File: src/rtl/fu_result_queue_pkg.sv
// Shared types for the FU result queue: the result record carried from the FUs to the ROB.
`ifndef GPR_SIZE
`define GPR_SIZE 32
`endif
`ifndef ROB_IDX_SIZE
`define ROB_IDX_SIZE 5
`endif

package fu_result_queue_pkg;

    typedef logic [3:0] nzcv_t;

    typedef struct packed {
        logic [`ROB_IDX_SIZE-1:0] rob_index;
        logic [`GPR_SIZE-1:0]     value;
        logic                     set_nzcv;
        nzcv_t                    nzcv;
        logic                     condition;
    } fu_result_t;

endpackage

File: src/rtl/result_fifo.sv
// Ring-buffer FIFO of arbitrary record type T with synchronous flush and occupancy count.
module result_fifo #(
    parameter int unsigned DEPTH = 4,
    parameter type         T     = logic [7:0]
) (
    input  logic                   clk_i,
    input  logic                   rst_ni,
    input  logic                   flush_i,
    input  logic                   push_i,
    input  logic                   pop_i,
    input  T                       wdata_i,
    output T                       rdata_o,
    output logic [$clog2(DEPTH):0] count_o,
    output logic                   full_o,
    output logic                   empty_o
);

    localparam int unsigned AW = $clog2(DEPTH);
    localparam int unsigned CW = AW + 1;
    localparam logic [CW-1:0] FullLevel = CW'(DEPTH);

    T              mem_q [DEPTH];
    logic [AW-1:0] wr_ptr_q, wr_ptr_d;
    logic [AW-1:0] rd_ptr_q, rd_ptr_d;
    logic [CW-1:0] count_q, count_d;
    logic          do_push, do_pop;

    assign full_o  = (count_q == FullLevel);
    assign empty_o = (count_q == '0);

    // A push into a full queue only lands if the head leaves in the same cycle.
    assign do_pop  = pop_i & ~empty_o & ~flush_i;
    assign do_push = push_i & (~full_o | do_pop) & ~flush_i;

    always_comb begin
        wr_ptr_d = wr_ptr_q;
        rd_ptr_d = rd_ptr_q;
        count_d  = count_q;
        if (flush_i) begin
            rd_ptr_d = wr_ptr_q;
            count_d  = '0;
        end else begin
            if (do_push) wr_ptr_d = wr_ptr_q + 1'b1;
            if (do_pop)  rd_ptr_d = rd_ptr_q + 1'b1;
            count_d = count_q + CW'(do_push) - CW'(do_pop);
        end
    end

    always_ff @(posedge clk_i or negedge rst_ni) begin
        if (!rst_ni) begin
            wr_ptr_q <= '0;
            rd_ptr_q <= '0;
            count_q  <= '0;
        end else begin
            wr_ptr_q <= wr_ptr_d;
            rd_ptr_q <= rd_ptr_d;
            count_q  <= count_d;
        end
    end

    always_ff @(posedge clk_i) begin
        if (do_push) mem_q[wr_ptr_q] <= wdata_i;
    end

    assign rdata_o = mem_q[rd_ptr_q];
    assign count_o = count_q;

endmodule

File: src/rtl/fu_result_queue.sv
// Result buffer between the FUs and the ROB: in-order FIFO, RS back-pressure, sticky overflow.
// Optional same-cycle bypass into the ROB when empty is enabled by `FU_RESULT_BYPASS_EN.
`ifndef GPR_SIZE
`define GPR_SIZE 32
`endif
`ifndef ROB_IDX_SIZE
`define ROB_IDX_SIZE 5
`endif

module fu_result_queue
    import fu_result_queue_pkg::*;
#(
    parameter int unsigned DEPTH        = 4,
    parameter int unsigned STALL_MARGIN = 1
) (
    input  logic                     in_clk,
    input  logic                     in_rst_n,
    input  logic                     in_flush,
    input  logic                     in_fu_done,
    input  logic [`ROB_IDX_SIZE-1:0] in_fu_dst_rob_index,
    input  logic [`GPR_SIZE-1:0]     in_fu_value,
    input  logic                     in_fu_set_nzcv,
    input  nzcv_t                    in_fu_nzcv,
    input  logic                     in_fu_condition,
    output logic                     out_rs_stall,
    input  logic                     in_rob_ready,
    output logic                     out_rob_valid,
    output logic [`ROB_IDX_SIZE-1:0] out_rob_dst_rob_index,
    output logic [`GPR_SIZE-1:0]     out_rob_value,
    output logic                     out_rob_set_nzcv,
    output nzcv_t                    out_rob_nzcv,
    output logic                     out_rob_condition,
    output logic                     out_overflow
);

    localparam int unsigned CW = $clog2(DEPTH) + 1;
    localparam logic [CW-1:0] StallLevel = CW'(DEPTH - STALL_MARGIN);

    fu_result_t    fu_in, fifo_head, head;
    logic [CW-1:0] count;
    logic          full, empty;
    logic          push, pop, bypass, fifo_push;
    logic          overflow_q;

    assign fu_in = '{
        rob_index: in_fu_dst_rob_index,
        value:     in_fu_value,
        set_nzcv:  in_fu_set_nzcv,
        nzcv:      in_fu_nzcv,
        condition: in_fu_condition
    };

`ifdef FU_RESULT_BYPASS_EN
    assign bypass = empty & in_fu_done & in_rob_ready & ~in_flush;
`else
    assign bypass = 1'b0;
`endif

    assign push      = in_fu_done & ~in_flush;
    assign pop       = ~empty & in_rob_ready & ~in_flush;
    assign fifo_push = push & ~bypass;

    result_fifo #(
        .DEPTH (DEPTH),
        .T     (fu_result_t)
    ) u_fifo (
        .clk_i   (in_clk),
        .rst_ni  (in_rst_n),
        .flush_i (in_flush),
        .push_i  (fifo_push),
        .pop_i   (pop),
        .wdata_i (fu_in),
        .rdata_o (fifo_head),
        .count_o (count),
        .full_o  (full),
        .empty_o (empty)
    );

    always_ff @(posedge in_clk or negedge in_rst_n) begin
        if (!in_rst_n) begin
            overflow_q <= 1'b0;
        end else if (full & push & ~pop) begin
            overflow_q <= 1'b1;
        end
    end

    assign out_rs_stall = (count >= StallLevel) | in_flush;
    assign out_overflow = overflow_q;

    // Data lines read as zero whenever nothing valid is presented.
    always_comb begin
        head = '0;
        if (bypass) begin
            head = fu_in;
        end else if (!empty) begin
            head = fifo_head;
        end
        out_rob_valid         = ~empty | bypass;
        out_rob_dst_rob_index = head.rob_index;
        out_rob_value         = head.value;
        out_rob_set_nzcv      = head.set_nzcv;
        out_rob_nzcv          = head.nzcv;
        out_rob_condition     = head.condition;
    end

endmodule

File: config.mk
export PLATFORM = sky130hd
export DESIGN_NAME = fu_result_queue
export DESIGN_NICKNAME = d
export VERILOG_FILES = /design/src/rtl/fu_result_queue_pkg.sv /design/src/rtl/result_fifo.sv /design/src/rtl/fu_result_queue.sv
export SDC_FILE = /design/constraint.sdc
export NUM_CORES = 1
export LEC_CHECK = 0
export CAP_MARGIN = 20
export CELL_PAD_IN_SITES_DETAIL_PLACEMENT = 1
export CELL_PAD_IN_SITES_GLOBAL_PLACEMENT = 1
export CORE_MARGIN = 1.5
export CORE_UTILIZATION = 47
export DETAILED_ROUTE_END_ITERATION = 10
export PLACE_DENSITY = 0.79
export SYNTH_ARGS = -nofsm -noshare
export SYNTH_HDL_FRONTEND = slang
export SYNTH_SLANG_ARGS = --single-unit
File: constraint.sdc
create_clock -name in_clk -period 3.8 [get_ports in_clk]
set_clock_uncertainty 0.2 [all_clocks]
set_input_delay 0.76 -clock in_clk [delete_from_list [all_inputs] [get_ports in_clk]]
set_output_delay 0.76 -clock in_clk [all_outputs]
set_load 0.005 [all_outputs]
Word level (Yosys, flattened, before mapping)
Memory sizes are Yosys's and may differ from the RTL's.
Index checks and enable logic that the tools add are counted.
{"block": "word_totals", "ramBits": 172, "memories": 1, "in_bits": 48, "out_inout_bits": 46, "register_bits": 8}
{"block": "classes", "order_cmp": 1, "n_eq_ne": 1, "bitwise_logic": 15, "n_mux": 6, "n_reduce_logical": 3, "addsub": 4}
{"name": "u_fifo.mem_q", "words": 4, "word_bits": 43, "rd": 1, "rd_clocked_by_memory_dff": 0, "write_ports": 1, "line": "result_fifo.sv:22", "rtl": "T mem_q [DEPTH];"}
{"op": "$mux W43", "n": 1}
{"op": "$and A1 B1 Y1", "n": 9}
{"op": "$add A2 B1 Y2 const B", "n": 2}
{"op": "$mux W2", "n": 2}
{"op": "$not A1 Y1", "n": 4}
{"op": "$add A3 B1 Y3", "n": 1}
{"op": "$eq A3 B3 Y1 const B", "n": 1}
{"op": "$ge A3 B2 Y1 const B", "n": 1}
{"op": "$logic_not A3 Y1", "n": 1}
{"op": "$mux W3", "n": 1}
{"op": "$sub A3 B1 Y3", "n": 1}
{"op": "$mux W1", "n": 2}
{"op": "$or A1 B1 Y1", "n": 2}
{"op": "$reduce_and A2 Y1", "n": 1}
{"op": "$reduce_bool A2 Y1", "n": 1}

Depth between registers and ports, before layout
{"block": "depth", "depth_word": 12, "depth_mapped": 9, "depth_no_buf": 9}

Modules after synthesis
Synthesis repeated with hierarchy kept, for this count alone.
{"block": "unflattened", "hier_cells": 324, "hier_area_um2": 7048.0}
{"module": "result_fifo", "area_per_inst_um2": 6693.9, "seq_area_each_um2": 5340.1, "cells_each": 270, "n_inst": 1}
{"module": "fu_result_queue", "area_per_inst_um2": 354.1, "seq_area_each_um2": 25.0, "cells_each": 54, "n_inst": 1}

Worst setup path before layout
No wires, ideal clock.
{"block": "synth_timing", "kind": "in2reg", "from": "input port in_flush", "to": "memory u_fifo.mem_q[0][0] (netlist bit), enable pin", "path_stages": 3, "n_path_buf": 1, "slack_ns": 0.791, "t_arrival_ns": 2.404, "setup_ns": 0.405, "required_time_ns": 3.195, "cell_sequence": "clkbuf_1 -> nor3b_2 -> and2_1"}
{"block": "synth_via", "elab_chain_len": 9, "elab_cells_between_ends": 10}
{"element": "start, declared", "line": "fu_result_queue.sv:18", "rtl": "input logic in_flush,"}
{"element": "$not A1 Y1 (no line) *"}
{"element": "$and A1 B1 Y1", "line": "fu_result_queue.sv:60", "rtl": "assign pop = ~empty & in_rob_ready & ~in_flush;"}
{"element": "$and A1 B1 Y1 (2 in series)", "line": "result_fifo.sv:32", "rtl": "assign do_pop = pop_i & ~empty_o & ~flush_i;"}
{"element": "$or A1 B1 Y1", "line": "result_fifo.sv:33", "rtl": "assign do_push = push_i & (~full_o | do_pop) & ~flush_i;"}
{"element": "$and A1 B1 Y1", "line": "result_fifo.sv:33"}
{"element": "$and A1 B1 Y1 *", "line": "result_fifo.sv:33"}
{"element": "$mux W1 *", "line": "result_fifo.sv:62", "rtl": "if (do_push) mem_q[wr_ptr_q] <= wdata_i;"}
{"element": "$mux W1 (not written as such) *", "line": "result_fifo.sv:62"}
{"element": "end, declared", "line": "result_fifo.sv:22"}
Mark *: on every way between the ends. The rest lies on a longest branch, timed or not.

Final worst setup path
{"block": "layout_timing", "from": "register u_fifo.rd_ptr_q[1]", "to": "output port out_rob_dst_rob_index[2]"}
{"block": "layout_via", "elab_chain_len": 2}
{"element": "start, declared", "line": "result_fifo.sv:24", "rtl": "logic [AW-1:0] rd_ptr_q, rd_ptr_d;"}
{"element": "start signal, assigned", "line": "result_fifo.sv:56", "rtl": "rd_ptr_q <= rd_ptr_d;"}
{"element": "$mem_v2 Z4 W43"}
{"element": "$mux W43", "line": "fu_result_queue.sv:95", "rtl": "end else if (!empty) begin"}
{"element": "end, declared", "line": "fu_result_queue.sv:28", "rtl": "output logic [`ROB_IDX_SIZE-1:0] out_rob_dst_rob_index,"}
No other way between the ends.

==> qor.csv <==
stage;metric;value;unit
die;Die Ht;125.2;um
worst_hold_path;worst min path class;register to register;
power;Pwr Density;706.5;nW/um^2
die;IO Count;94;
finish;# nets final;486;
power;Final Total Pwr;6.201;mW
critical_path;Worst EP required;2840;ps
global_route;largest net degree at the start of global routing;45;
synth;Async SR Flop Fraction;4.444;%
synth;post-synthesis sequential area ratio;76.43;%
cts;postcts setup bufs;0;
finish;final core utilization;60.39;%
sta;Setup-failing EPs final;0;
cts;CTS max path bufs;2;
critical_path;Crit Path Category;register to output port;
synth;count of cell types in the netlist;24;
synth;Mapped Area;7019;sq um
route;drt wl/cell;22.50;um
power;Net Sw Power;1.668;mW
sta;crit path setup slack, layout;384.7;ps
sta;Tcrit/Tclk final;89.88;%
sta;Slew HR;61.29;%
critical_path;crit path max fanout;21;
route;Vias;3373;
power;Worst VDD drop;371.2;uV
power;Clock power frac;26.5;%
finish;diode count;0;
status;status;completed;
global_route;initial antenna violation count;1;
sta;setup TNS;0;ps
route;Remaining DRCs;0;
power;P_int;4.533;mW
cts;number of H-tree levels;4;
global_route;number of global-route vias before repair;3716;
finish;Non-Filler Instances;627;
synth;FF+latch count, synth;180;
global_route;GRT Util Overall;19.15;%
synth;Post-synth EDFFs;172;
critical_path;critical path launch point type;register;
global_route;GRT overflow;0;
synth;Syn Inst Count;322;
finish;layout cells sized above 1;20.32;%
placement;post-DP HPWL;8631;um
power;Sw Share;26.90;%
synth;Primary FF master, synth;edfxtp_1;
cts;Post-CTS Resized;0;
sta;final critical-path required period;3415;ps
sta;Fin. Hold Viols;0;
job;Max Cap Viol;0;
sta;RSZ-0062 raised after global routing;no;
placement;RePlAce Congestion;0.6911;
placement;pre-CTS setup slack;681.0;ps
route;DRT Pass-1 Iters;4;
die;DIE AREA;15680;sq um
power;power share of the combinational group;32.2;%
die;Core Box Area;14530;sq um
critical_path;Worst EP arrival;2460;ps
cts;CTS Hold Bufs;0;
synth;post-synth net total;378;
power;leakage power;2.860;nW
cts;Clock Root Buffer;clkbuf_16;
placement;placed insts;595;
die;row count;44;
cts;clock-pin slew on the worst setup and hold paths;60;ps
finish;synthesis-to-finish area growth;25.04;%
placement;Port Buffer Count;93;
global_route;first-pass GRT wire length;21920;um
synth;synth warn;0;
synth;synthesized area per cell;21.80;sq um
cts;CTS tree;done;
cts;CTS Sinks;180;
route;Routed Antenna Nets;0;
route;vias per cell;5.380;
cts;Worst-Skew Late Latency;420;ps
critical_path;critical path endpoint category;output port;
sta;final slew viol count;0;
die;Starting Density;48.30;%
die;die width;125.2;um
sta;FMAX;0.2928;GHz
sta;Slew @ Worst Pin;580.6;ps
cts;CTS buffer count;17;
route;final WL;14110;um
route;drt first-iter violations;272;
power;Seq pwr share;41.2;%
-- layer usage --
| layer | GRT usage, % | share of wire [%] | vias up |
|---|---|---|---|
| met4 | 5.882 | 1.2 | 0 |
| met1 | 24.85 | 43 | 1764 |
| met2 | 32.02 | 51 | 91 |
| met5 | 0 | 0 | - |
| li1 | - | - | 1505 |
| met3 | 5.135 | 4.3 | 13 |
-- Yosys cell counts, types with 2 or more instances --
cell type / n / area, sq um
nor2b_1: 44 / 275.3
ha_1: 7 / 87.58
clkbuf_1: 5 / 18.77
nor2_1: 3 / 11.26
xor2_1: 3 / 26.28
dfrtp_1: 8 / 200.2
inv_1: 8 / 30.03
edfxtp_1: 172 / 5165
o21ai_0: 3 / 15.01
buf_6: 5 / 56.30
buf_2: 5 / 25.02
and2_1: 4 / 25.02
mux4_2: 43 / 968.4
nand2_1: 2 / 7.510
-- cell usage in the layout, fill, tap and decap left out, types with 2 or more instances in the layout --
| master | count |
|---|---|
| clkinvlp_4 | 2 |
| buf_12 | 4 |
| bufinv_16 | 2 |
| nand2_1 | 2 |
| clkinv_1 | 5 |
| ha_1 | 7 |
| nor2_1 | 3 |
| o21ai_0 | 3 |
| inv_1 | 8 |
| dfrtp_1 | 6 |
| clkdlybuf4s50_1 | 93 |
| buf_4 | 7 |
| xor2_1 | 3 |
| and2_2 | 4 |
| clkbuf_16 | 17 |
| edfxtp_1 | 172 |
| clkinv_2 | 5 |
| nor2b_1 | 44 |
| mux4_2 | 43 |
-- sequential cells by signal (all words and copies together), names as in the netlist --
name / flops
out_overflow: 1
u_fifo.wr_ptr_q: 2
u_fifo.count_o: 3
u_fifo.mem_q: 172
u_fifo.rd_ptr_q: 2
-- power by group through the flow --
| stage | clock network [mW] | registers, mW | logic, mW |
|---|---|---|---|
| final | 1.65 | 2.56 | 2.00 |
| after global placement | 0 | 2.58 | 1.98 |
| after floorplan | 0 | 2.51 | 1.17 |
| after CTS | 1.67 | 2.56 | 2.04 |
| after detailed placement | 0 | 2.60 | 2.03 |
| after global routing | 1.74 | 2.58 | 2.16 |
-- per-stage QoR --
| stage | hold slack [ps] | cell area, sq um |
|---|---|---|
| floorplan | 264.4 | 7019 |
| global placement | 257.2 | 8229 |
| detailed placement | 268.6 | 8229 |
| CTS | 288.4 | 8777 |
| global route | 308.7 | 8777 |
| finish | 281.7 | 8777 |
-- path summary, 6_finish.rpt --
path | from | depth (start not counted) | end | slack (ps)
max | u_fifo.rd_ptr_q[1] | 4 | out_rob_dst_rob_index[2] | 380
min | out_overflow | 1 | out_overflow | 280
max reg2reg | u_fifo.count_o[1] | 9 | u_fifo.count_o[2] | 1310
min reg2reg | out_overflow | 1 | out_overflow | 280
max in group asynchronous | in_rst_n | 1 | u_fifo.rd_ptr_q[0] | 2680
min in group asynchronous | in_rst_n | 1 | u_fifo.wr_ptr_q[0] | 420
-- worst max-delay path, stage by stage (launching register included) --
cell             delay [ps]
dfrtp_2                 740
buf_4                   310
mux4_2                  350
nor2b_1                 160
clkdlybuf4s50_1         480
-- logic make-up (layout without fill, tap and decap cells) --
family | count (synthesis) | in the layout | synth area share (%)
mux | 44 | 44 | 13.96
simple gates | 57 | 57 | 5.151
fa+ha+maj | 8 | 8 | 1.533
buf+inv | 23 | 144 | 1.854
xor+xnor | 4 | 4 | 0.4992
compound gates | 6 | 6 | 0.5704
flops | 180 | 180 | 76.43
-- cell type report --
class                      instances  area, sq um
clock inverter                    14        118.9
timing repair buffer             104         1064
clock buffer                      18        429.2
inverter                           8        30.03
sequential                       180         5370
multi-input combinational        119         1535
fill                            1275         5757
tap                              184        230.2
(Power assumes the default switching activity.)
